### src/rtl/rename_pkg.sv
// Shared types and sizing for the 2-wide rename stage and its register alias tables.
package rename_pkg;

  localparam int ARCH_REGS    = 32;
  localparam int PHY_REGS     = 64;
  localparam int ARCH_WIDTH   = 5;
  localparam int PHY_WIDTH    = 6;
  localparam int FREE_REG     = 32;
  localparam int FL_CNT_WIDTH = $clog2(FREE_REG) + 1;
  localparam int RAT_RD_PORTS = 6;

  typedef logic [ARCH_WIDTH-1:0] arch_t;
  typedef logic [PHY_WIDTH-1:0]  phy_t;

  typedef struct packed {
    logic  valid;
    arch_t rs1;
    arch_t rs2;
    arch_t rd;
    logic  rd_we;
  } rename_in_t;

  typedef struct packed {
    logic valid;
    phy_t rs1_phy;
    phy_t rs2_phy;
    phy_t rd_phy_new;
    phy_t rd_phy_old;
  } rename_out_t;

  function automatic logic [1:0] popcount2(input logic [1:0] v);
    return {1'b0, v[0]} + {1'b0, v[1]};
  endfunction

endpackage

### src/rtl/rat_map_table.sv
// Architectural-to-physical map table: 6 async read ports, 2 write ports (port 1 wins),
// optional single-cycle bulk load used to restore the front map from the committed one.
module rat_map_table
  import rename_pkg::*;
#(
  parameter bit HAS_LOAD = 1'b1
) (
  input  logic       clk,
  input  logic       rst,
  input  arch_t      rd_addr  [RAT_RD_PORTS],
  output phy_t       rd_data  [RAT_RD_PORTS],
  input  logic [1:0] wr_en,
  input  arch_t      wr_addr  [2],
  input  phy_t       wr_data  [2],
  input  logic       load_en,
  input  phy_t       load_map [ARCH_REGS],
  output phy_t       map      [ARCH_REGS]
);

  phy_t map_q [ARCH_REGS];

  // Reset to identity; a bulk load overrides any same-cycle writes.
  always_ff @(posedge clk or posedge rst) begin
    if (rst) begin
      for (int i = 0; i < ARCH_REGS; i++) map_q[i] <= PHY_WIDTH'(i);
    end else if (HAS_LOAD && load_en) begin
      map_q <= load_map;
    end else begin
      if (wr_en[0]) map_q[wr_addr[0]] <= wr_data[0];
      if (wr_en[1]) map_q[wr_addr[1]] <= wr_data[1];
    end
  end

  always_comb begin
    for (int p = 0; p < RAT_RD_PORTS; p++) rd_data[p] = map_q[rd_addr[p]];
    for (int i = 0; i < ARCH_REGS; i++) map[i] = map_q[i];
  end

endmodule

### src/rtl/rename_stage.sv
// 2-wide rename stage: front RAT + committed RAT, freelist tag pull, registered output to dispatch.
// Define RENAME_PERF_EN to add the perf_groups / perf_fl_stall / perf_out_stall counter ports.
module rename_stage
  import rename_pkg::*;
(
  input  logic                          clk,
  input  logic                          rst,
  input  logic                          flush,
  input  logic [1:0]                    in_valid,
  output logic                          in_ready,
  input  logic [1:0][ARCH_WIDTH-1:0]    in_rs1,
  input  logic [1:0][ARCH_WIDTH-1:0]    in_rs2,
  input  logic [1:0][ARCH_WIDTH-1:0]    in_rd,
  input  logic [1:0]                    in_rd_we,
  output logic [1:0]                    fl_alloc,
  input  logic [PHY_WIDTH-1:0]          fl_phy_0,
  input  logic [PHY_WIDTH-1:0]          fl_phy_1,
  input  logic [FL_CNT_WIDTH-1:0]       fl_num_free,
  input  logic                          retire_valid,
  input  logic [ARCH_WIDTH-1:0]         retire_rd,
  input  logic [PHY_WIDTH-1:0]          retire_phy,
  output logic [1:0]                    out_valid,
  input  logic                          out_ready,
  output logic [1:0][PHY_WIDTH-1:0]     out_rs1_phy,
  output logic [1:0][PHY_WIDTH-1:0]     out_rs2_phy,
  output logic [1:0][PHY_WIDTH-1:0]     out_rd_phy_new,
  output logic [1:0][PHY_WIDTH-1:0]     out_rd_phy_old
`ifdef RENAME_PERF_EN
  ,
  output logic [31:0]                   perf_groups,
  output logic [31:0]                   perf_fl_stall,
  output logic [31:0]                   perf_out_stall
`endif
);

  rename_in_t  [1:0] slot;
  rename_out_t [1:0] nxt;
  rename_out_t [1:0] out_q;
  logic [1:0]        need;
  logic [1:0]        need_cnt;
  phy_t [1:0]        new_tag;
  logic              out_busy;
  logic              fl_ok;
  logic              accept;

  arch_t front_rd_addr [RAT_RD_PORTS];
  phy_t  front_rd_data [RAT_RD_PORTS];
  arch_t front_wr_addr [2];
  phy_t  front_wr_data [2];
  phy_t  front_map     [ARCH_REGS];
  arch_t commit_rd_addr [RAT_RD_PORTS];
  phy_t  commit_rd_data [RAT_RD_PORTS];
  arch_t commit_wr_addr [2];
  phy_t  commit_wr_data [2];
  phy_t  commit_map     [ARCH_REGS];
  phy_t  restore_map    [ARCH_REGS];
  logic  retire_we;

  function automatic phy_t src_phy(input arch_t rs, input phy_t rat_val, input logic byp,
                                   input arch_t byp_rd, input phy_t byp_tag);
    if (rs == '0) return '0;
    if (byp && rs == byp_rd) return byp_tag;
    return rat_val;
  endfunction

  always_comb begin
    for (int k = 0; k < 2; k++) begin
      slot[k] = '{valid: in_valid[k], rs1: in_rs1[k], rs2: in_rs2[k], rd: in_rd[k], rd_we: in_rd_we[k]};
      need[k] = slot[k].valid && slot[k].rd_we && (slot[k].rd != '0);
    end
  end

  assign need_cnt  = popcount2(need);
  assign fl_ok     = fl_num_free >= FL_CNT_WIDTH'(need_cnt);
  assign out_busy  = (|out_q[0].valid || |out_q[1].valid) && !out_ready;
  assign in_ready  = !rst && !flush && !out_busy && fl_ok;
  assign accept    = (|in_valid) && in_ready;
  assign fl_alloc  = need & {2{accept}};
  assign retire_we = retire_valid && (retire_rd != '0);

  // Slot 1 takes fl_phy_1 only when slot 0 also consumed a tag; otherwise it takes the head.
  always_comb begin
    new_tag[0] = need[0] ? fl_phy_0 : '0;
    new_tag[1] = !need[1] ? '0 : (need[0] ? fl_phy_1 : fl_phy_0);
  end

  always_comb begin
    front_rd_addr[0] = slot[0].rs1;
    front_rd_addr[1] = slot[0].rs2;
    front_rd_addr[2] = slot[0].rd;
    front_rd_addr[3] = slot[1].rs1;
    front_rd_addr[4] = slot[1].rs2;
    front_rd_addr[5] = slot[1].rd;
    for (int k = 0; k < 2; k++) begin
      front_wr_addr[k] = slot[k].rd;
      front_wr_data[k] = new_tag[k];
    end
    for (int p = 0; p < RAT_RD_PORTS; p++) commit_rd_addr[p] = '0;
    commit_wr_addr[0] = retire_rd;
    commit_wr_addr[1] = '0;
    commit_wr_data[0] = retire_phy;
    commit_wr_data[1] = '0;
  end

  // Flush restore must see the retire landing in the committed map this same cycle.
  always_comb begin
    for (int i = 0; i < ARCH_REGS; i++) restore_map[i] = commit_map[i];
    if (retire_we) restore_map[retire_rd] = retire_phy;
  end

  always_comb begin
    nxt[0].valid      = slot[0].valid;
    nxt[0].rs1_phy    = src_phy(slot[0].rs1, front_rd_data[0], 1'b0, '0, '0);
    nxt[0].rs2_phy    = src_phy(slot[0].rs2, front_rd_data[1], 1'b0, '0, '0);
    nxt[0].rd_phy_new = new_tag[0];
    nxt[0].rd_phy_old = need[0] ? front_rd_data[2] : '0;
    nxt[1].valid      = slot[1].valid;
    nxt[1].rs1_phy    = src_phy(slot[1].rs1, front_rd_data[3], need[0], slot[0].rd, new_tag[0]);
    nxt[1].rs2_phy    = src_phy(slot[1].rs2, front_rd_data[4], need[0], slot[0].rd, new_tag[0]);
    nxt[1].rd_phy_new = new_tag[1];
    nxt[1].rd_phy_old = !need[1] ? '0 :
                        ((need[0] && slot[1].rd == slot[0].rd) ? new_tag[0] : front_rd_data[5]);
  end

  rat_map_table #(.HAS_LOAD(1'b1)) u_front_rat (
    .clk      (clk),
    .rst      (rst),
    .rd_addr  (front_rd_addr),
    .rd_data  (front_rd_data),
    .wr_en    (fl_alloc),
    .wr_addr  (front_wr_addr),
    .wr_data  (front_wr_data),
    .load_en  (flush),
    .load_map (restore_map),
    .map      (front_map)
  );

  rat_map_table #(.HAS_LOAD(1'b0)) u_commit_rat (
    .clk      (clk),
    .rst      (rst),
    .rd_addr  (commit_rd_addr),
    .rd_data  (commit_rd_data),
    .wr_en    ({1'b0, retire_we}),
    .wr_addr  (commit_wr_addr),
    .wr_data  (commit_wr_data),
    .load_en  (1'b0),
    .load_map (restore_map),
    .map      (commit_map)
  );

  // Flush beats accept and hold; an undrained output only persists while dispatch stalls.
  always_ff @(posedge clk or posedge rst) begin
    if (rst) begin
      out_q <= '0;
    end else if (flush) begin
      out_q[0].valid <= 1'b0;
      out_q[1].valid <= 1'b0;
    end else if (accept) begin
      out_q <= nxt;
    end else if (out_ready) begin
      out_q[0].valid <= 1'b0;
      out_q[1].valid <= 1'b0;
    end
  end

  always_comb begin
    for (int k = 0; k < 2; k++) begin
      out_valid[k]      = out_q[k].valid;
      out_rs1_phy[k]    = out_q[k].rs1_phy;
      out_rs2_phy[k]    = out_q[k].rs2_phy;
      out_rd_phy_new[k] = out_q[k].rd_phy_new;
      out_rd_phy_old[k] = out_q[k].rd_phy_old;
    end
  end

`ifdef RENAME_PERF_EN
  // Stalls count only cycles where decode offers a group and flush is not the cause.
  always_ff @(posedge clk or posedge rst) begin
    if (rst) begin
      perf_groups    <= '0;
      perf_fl_stall  <= '0;
      perf_out_stall <= '0;
    end else begin
      if (accept) perf_groups <= perf_groups + 32'd1;
      if (|in_valid && !flush && !out_busy && !fl_ok) perf_fl_stall <= perf_fl_stall + 32'd1;
      if (|in_valid && !flush && out_busy) perf_out_stall <= perf_out_stall + 32'd1;
    end
  end
`endif

endmodule

### config.mk
export PLATFORM = sky130hd
export DESIGN_NAME = rename_stage
export DESIGN_NICKNAME = d
export VERILOG_FILES = /design/src/rtl/rename_pkg.sv /design/src/rtl/rat_map_table.sv /design/src/rtl/rename_stage.sv
export SDC_FILE = /design/constraint.sdc
export NUM_CORES = 2
export LEC_CHECK = 0
export BUFFER_PORTS_ARGS = -buffer_cell sky130_fd_sc_hd__buf_2
export CORE_MARGIN = 4
export CORE_UTILIZATION = 59
export CTS_BUF_LIST = sky130_fd_sc_hd__clkbuf_8
export DETAILED_ROUTE_END_ITERATION = 12
export PLACE_DENSITY_LB_ADDON = 0.15
export SYNTH_ARGS = -nofsm -noshare
export SYNTH_HDL_FRONTEND = slang
export SYNTH_SLANG_ARGS = --single-unit
export TNS_END_PERCENT = 50
### constraint.sdc
create_clock -name clk -period 14.15 [get_ports clk]
set_input_delay 1.415 -clock clk [delete_from_list [all_inputs] [get_ports clk]]
set_output_delay 1.415 -clock clk [all_outputs]
set_load 0.02 [all_outputs]
* Word-level counts from Yosys, hierarchy flattened
Cells that the tools add are included.
** Word-level totals
- Bits of input ports :: 68
- Word-level logic and storage cells :: 192
- Bits in registers :: 434
- Output and inout port bits :: 53
** Operators by class
- Reduce and logical (&&, ||, !) cells :: 31
- Mux-type cells :: 63
- Bitwise logic cells :: 9
- Magnitude comparators :: 11
- Add/sub/neg operators :: 1
- Equal/unequal tests :: 3
** Operators with widths (count)
- $mux 192 :: 5
- $bwmux 192 :: 3
- $mux 6 :: 33
- $bmux 6 s5 :: 6
- $demux 6 s5 :: 3
- $ge 6x6->1 const B :: 7
- $not 5->6 :: 7
- $logic_not 5->1 :: 4
- $lt 6x1->1 const B :: 3
- $logic_and 1x1->1 :: 16
- $eq 5x5->1 :: 3
- $reduce_bool 5->1 :: 3
- $mux 1 :: 13
- $ge 6x2->1 :: 1
- $logic_not 1->1 :: 4
- $reduce_bool 3->1 :: 1
- $add 1x1->2 :: 1
- $and 2x2->2 :: 1
- $reduce_and 2->1 :: 1
- $reduce_or 2->1 :: 1
- $logic_or 1x1->1 :: 1
- $not 1->1 :: 1

* Logic depth before layout (Yosys ltp)
- Depth after elaboration :: 12
- Mapped depth :: 17
- Mapped depth without buffers :: 12

* Cells and area by module
A second synthesis with hierarchy kept.
** Second synthesis, totals
- Cell total of the unflattened synthesis :: 4116
- Area total of the unflattened synthesis :: 44995.7 um^2
** Modules (own cells, without submodules)
- rat_map_table (u_front_rat) :: sequential area each 4904.7 um^2, area each 20591.0 um^2, cells an instance 1895, times used 1
- rat_map_table (u_commit_rat) :: sequential area each 4904.7 um^2, area each 19314.8 um^2, cells an instance 1692, times used 1
- rename_stage :: sequential area each 1251.2 um^2, area each 5089.9 um^2, cells an instance 529, times used 1

* Least setup slack after synthesis
No wires, ideal clock.
- Kind :: input to output
- Start point :: in in_rd[9] in the netlist's numbering
- End point :: out fl_alloc[0]
- Data arrival time :: 4.254 ns
- Stages :: 12
- Data required time :: 12.735 ns
- Buffers on the path :: 3
- Path slack :: 8.481 ns
- Cells stage by stage :: buf_2 -> nor3_2 -> a21o_1 -> inv_1 -> ha_1 -> ha_1 -> nand2b_1 -> a211oi_4 -> buf_6 -> or3_1 -> buf_2 -> nor2_1
** Between the ends
- Cells in the longest elaborated chain, start to end :: 7
** RTL lines
- start: declaration :: line rename_stage.sv:13 : input logic [1:0][ARCH_WIDTH-1:0] in_rd,
- $reduce_bool 5->1 :: line rename_stage.sv:69 : need[k] = slot[k].valid && slot[k].rd_we && (slot[k].rd != '0);
- $logic_and 1x1->1 :: line rename_stage.sv:69
- $add 1x1->2 :: line rename_pkg.sv:32 : return {1'b0, v[0]} + {1'b0, v[1]};
- $ge 6x2->1 :: line rename_stage.sv:74 : assign fl_ok = fl_num_free >= FL_CNT_WIDTH'(need_cnt);
- $logic_and 1x1->1 :: line rename_stage.sv:76 : assign in_ready = !rst && !flush && !out_busy && fl_ok;
- $logic_and 1x1->1 :: line rename_stage.sv:77 : assign accept = (|in_valid) && in_ready;
- $and 2x2->2 :: line rename_stage.sv:78 : assign fl_alloc = need & {2{accept}};
- end: declaration :: line rename_stage.sv:15 : output logic [1:0] fl_alloc,
Every way passes these cells.

* Worst setup path after layout
- Start point :: in in_rd[1] in the netlist's numbering
- End point :: out fl_alloc[0]
** Between the ends
- Cells in the longest elaborated chain, start to end :: 7
** RTL lines (line)
- $reduce_bool 5->1 * :: rename_stage.sv:69
- $logic_and 1x1->1 * :: rename_stage.sv:69
- $add 1x1->2 :: rename_pkg.sv:32
- $ge 6x2->1 :: rename_stage.sv:74
- $logic_and 1x1->1 :: rename_stage.sv:76
- $logic_and 1x1->1 :: rename_stage.sv:77
- $and 2x2->2 * :: rename_stage.sv:78
Every way passes the cells marked *; elsewhere a longest branch is shown, timed or not.

==> impl_table.tex <==
\begin{tabular}{lr}
\hline
Metric & Value \\
\hline
\multicolumn{2}{l}{\textbf{Drt}} \\
\quad Vias & 26000 \\
\quad Residual DRC & 0 \\
\quad WL final & 130000 um \\
\quad Routed WL per cell & 40.6 um \\
\quad Initial DRC count & 4440 \\
\quad Vias per Instance & 8.10 \\
\quad First-pass DRT Iterations & 6 \\
\quad Number of antenna-violating nets in the routed design & 0 \\
\multicolumn{2}{l}{\textbf{Synthesis}} \\
\quad Part of the Yosys area used for sequential elements & 37.3\% \\
\quad Multiplexer area fraction after synthesis & 35.5\% \\
\quad Adder-cell share of the synthesized area & 0.127\% \\
\quad Number of enable flip-flop cells after synthesis & 0 \\
\quad Post-synthesis instance area & 29600 um2 \\
\quad Per-instance average area after synthesis & 12.0 um2 \\
\quad Fraction of synthesized cell area in xor and xnor cells & 0.444\% \\
\quad Largest family of logic cells by synthesized area & multiplexers \\
\quad Cell count after synthesis & 2471 \\
\quad Fraction of registers with async set/reset & 100\% \\
\quad Synth Area in Simple Gates & 9.79\% \\
\quad \#FFs+latches synth & 434 \\
\quad Yosys warning total & 0 \\
\quad Synthesized-area fraction occupied by ao, oa, aoi and oai cells & 12.8\% \\
\quad Count of different cell masters after synthesis & 78 \\
\quad Ys flop type & dfrtp\_1 \\
\quad Syn nets & 2542 \\
\multicolumn{2}{l}{\textbf{Timing}} \\
\quad Worst Skew & 37.4 ps \\
\quad Peak Freq & 0.134 GHz \\
\quad Final worst path period share & 52.6\% \\
\quad Smallest setup slack after layout & 6710 ps \\
\quad Final Slew Violations & 0 \\
\quad Worst slew margin & 17.9\% \\
\quad Final number of setup-violating endpoints & 0 \\
\quad Setup TNS & 0 ps \\
\quad Worst Max-Slew Pin Slew & 1230 ps \\
\quad Unrepaired setup endpoints after global routing & no \\
\quad Final hold viol count & 0 \\
\quad Crit path time final & 7440 ps \\
\multicolumn{2}{l}{\textbf{Floorplan}} \\
\quad Y dimension of the die & 232 um \\
\quad Initial core utilization & 60.1\% \\
\quad DIE AREA & 53900 um2 \\
\quad Count of standard-cell rows & 81 \\
\quad Horizontal extent of the die & 232 um \\
\quad Placeable Area & 49300 um2 \\
\quad Io pins & 121 \\
\multicolumn{2}{l}{\textbf{Cells and area}} \\
\quad Number of fill cells in the layout & 3784 \\
\quad Final design utilization & 65.1\% \\
\quad Layout Area Growth over Synthesis & 8.20\% \\
\quad Final \#Nets & 2552 \\
\quad Final instance area & 32100 um2 \\
\quad Share of post-route cells with drive strength above 1 & 41.1\% \\
\multicolumn{2}{l}{\textbf{Worst setup path}} \\
\quad Startpoint Class & input pin \\
\quad Required arrival time at the worst endpoint & 12730 ps \\
\quad End point of the critical path & fl\_alloc[0] \\
\quad Crit-path max cell delay & 760 ps \\
\quad Endpoint arrival time on the critical path & 6030 ps \\
\quad Kind of capture point of the worst setup path & output pin \\
\quad Crit path max fanout & 62 \\
\quad Type of the worst setup path & in -> out \\
\quad Crit. Startpoint & in\_rd[1] \\
\quad Ordered list of cells on the worst path & buf\_2 > buf\_4 > nor2\_1 > a21o\_1 > inv\_2 > ha\_1 > ha\_1 > nand2b\_1 > a211oi\_4 > or3\_2 > buf\_4 > nor2\_1 > buf\_2 \\
\quad Depth of the most critical reg-to-reg path & 6 \\
\quad Max stage delay cell, worst path & a211oi\_4 \\
\quad Worst r2r dst & u\_front\_rat.map[33]\$\_DFF\_PP1\_ \\
\quad Startpoint of the most critical register-to-register path & out\_valid[1]\$\_DFFE\_PP0P\_ \\
\quad Setup slack of the worst register-to-register path & 10890 ps \\
\multicolumn{2}{l}{\textbf{CTS}} \\
\quad TritonCTS Buffers & 75 \\
\quad Number of H-tree levels & 3 \\
\quad Number of clock sinks seen by CTS & 434 \\
\quad Clock insertion delay at the later pin of the skew report & 690 ps \\
\quad Clock tree from TritonCTS & built \\
\quad Clock slew at reported path FFs & 60 ps \\
\quad Hold buffers post-CTS & 0 \\
\quad \# resized after CTS & 0 \\
\quad Setup repair bufs after CTS & 0 \\
\quad Cell at the root of the clock tree & clkbuf\_8 \\
\quad Clock Tree Buf Depth & 3 \\
\multicolumn{2}{l}{\textbf{Global route}} \\
\quad Via count of the first global-routing pass & 25400 \\
\quad Pin count of the biggest net entering global routing & 94 \\
\quad Antenna violations before repair & 12 \\
\quad First-pass GRT wire length & 185000 um \\
\quad Remaining Overflow, GRT & 0 \\
\quad Combined global-route utilization of all metal layers & 48.6\% \\
\multicolumn{2}{l}{\textbf{Job}} \\
\quad Maximum capacitance violations & 0 \\
\multicolumn{2}{l}{\textbf{Power}} \\
\quad Maximum resistive drop on vdd & 0.102 mV \\
\quad Static leakage & 12.4 nW \\
\quad Power density relative to cell area & 129 nW/um2 \\
\quad Total chip power & 4.13 mW \\
\multicolumn{2}{l}{\textbf{Place}} \\
\quad Final weighted congestion in routability-driven placement & 1.10 \\
\quad Quantity of I/O buffers inserted on ports & 120 \\
\quad Place WS & 6860 ps \\
\quad Detailed Place HPWL & 91200 um \\
\quad Area after DPL & 30500 um2 \\
\multicolumn{2}{l}{\textbf{Min path}} \\
\quad Worst hold-check path type & reg -> reg \\
\quad Worst Hold Launch & u\_commit\_rat.map[190]\$\_DFF\_PP0\_ \\
\multicolumn{2}{l}{\textbf{Run status}} \\
\quad Result of the run & complete, no violations \\
\hline
\end{tabular}
==> cell families after synthesis <==
| kind of cell | after synthesis |
|---|---|
| buffers and inverters | 266 |
| xor gates and xnor gates | 15 |
| adders and majority gates | 3 |
| DFF | 434 |
| AOI/OAI and AO/OA | 546 |
| muxes | 627 |
| and+or+nand+nor | 580 |
==> per-layer routing <==
metal	vias up	track usage, %	routed length, um
li1	9769	-	-
met5	-	0.735	121
met2	2592	65.7	51900
met1	13000	62.0	44900
met4	14	31.7	11500
met3	607	23.4	21900
==> where the power goes <==
| part | switching [mW] | total (mW) | internal, mW | leakage [nW] |
|---|---|---|---|---|
| logic | 0.592 | 1.12 | 0.531 | 6.35 |
| registers | 0.311 | 1.82 | 1.51 | 5.13 |
| clock network | 0.542 | 1.18 | 0.637 | 0.916 |
==> registers in the layout (all words and copies together), names as in the netlist <==
register / flops
u_commit_rat.map: 192
u_front_rat.map: 192
out_rd_phy_new: 12
out_rd_phy_old: 12
out_rs1_phy: 12
out_rs2_phy: 12
out_valid: 2
==> layout by cell type, fill, tap and decap left out, types with 9 or more instances in the layout <==
cell type / synthesis / final
mux2i_1: 107 / 107
nor2b_1: 12 / 12
a21oi_1: 83 / 83
nand2_1: 110 / 109
nor2_1: 246 / 241
o221a_2: 12 / 12
mux2_2: 196 / 196
a22oi_1: 50 / 50
nand3_1: 51 / 51
a221oi_1: 70 / 70
o21ai_0: 124 / 124
inv_1: 16 / 48
o22ai_1: 14 / 14
xor2_1: 9 / 9
a22o_1: 16 / 16
buf_2: 85 / 115
clkbuf_8: 0 / 94
dfrtp_1: 274 / 274
mux4_2: 318 / 318
or2_2: 12 / 12
a211oi_1: 67 / 67
dfstp_2: 160 / 160
buf_4: 6 / 62
nor3_1: 29 / 28
o31ai_1: 30 / 30
nor2_4: 8 / 11
nand4_1: 26 / 26
==> synthesized netlist by cell type (30+ instances only) <==
master	number	area, um2
nand3_1	51	255
mux2_2	196	2210
dfstp_2	160	4200
nand2_1	110	413
a22oi_1	50	375
o21ai_0	124	621
buf_2	85	425
mux4_2	318	7160
o31ai_1	30	225
a211oi_1	67	503
nor2_1	246	923
a21oi_1	83	415
mux2i_1	107	1070
clkbuf_1	120	450
dfrtp_1	274	6860
a221oi_1	70	613
==> cell type report <==
class | count | area [um2] | area share (%)
tap | 664 | 831 | 2.59
sequential | 434 | 11100 | 34.5
timing repair buffer | 177 | 1040 | 3.25
antenna | 2 | 5.00 | 0.0156
multi-input combinational | 1771 | 17500 | 54.5
clock buffer | 94 | 1290 | 4.04
clock inverter | 44 | 250 | 0.781
inverter | 22 | 92.6 | 0.289
==> stage by stage <==
step / hold slack, ps / instances
CTS: 377 / 3206
detailed placement: 362 / 3068
global placement: 360 / 3068
finish: 374 / 3208
global route: 382 / 3206
floorplan: 424 / 2471
==> critical path, delay by kind of cell <==
| kind | cells | cell delay (ps) |
|---|---|---|
| buffers and inverters | 5 | 1920 |
| and+or+nand+nor | 4 | 870 |
| adders and majority gates | 2 | 580 |
| AOI/OAI and AO/OA | 2 | 1170 |
==> how the worst min path moves through the flow <==
stage          depth (start not counted)                         endpoint  slack, ps
6_report                               0  u_commit_rat.map[190]$_DFF_PP0_        370
5_1_grt                                0  u_commit_rat.map[189]$_DFF_PP0_        380
4_1_cts                                0  u_commit_rat.map[190]$_DFF_PP0_        380
3_5_place_dp                           0  u_commit_rat.map[189]$_DFF_PP0_        360
3_3_place_gp                           0  u_commit_rat.map[189]$_DFF_PP0_        360
2_1_floorplan                          1  u_commit_rat.map[186]$_DFF_PP0_        420
No activity file was read; power rests on OpenSTA's default activity.
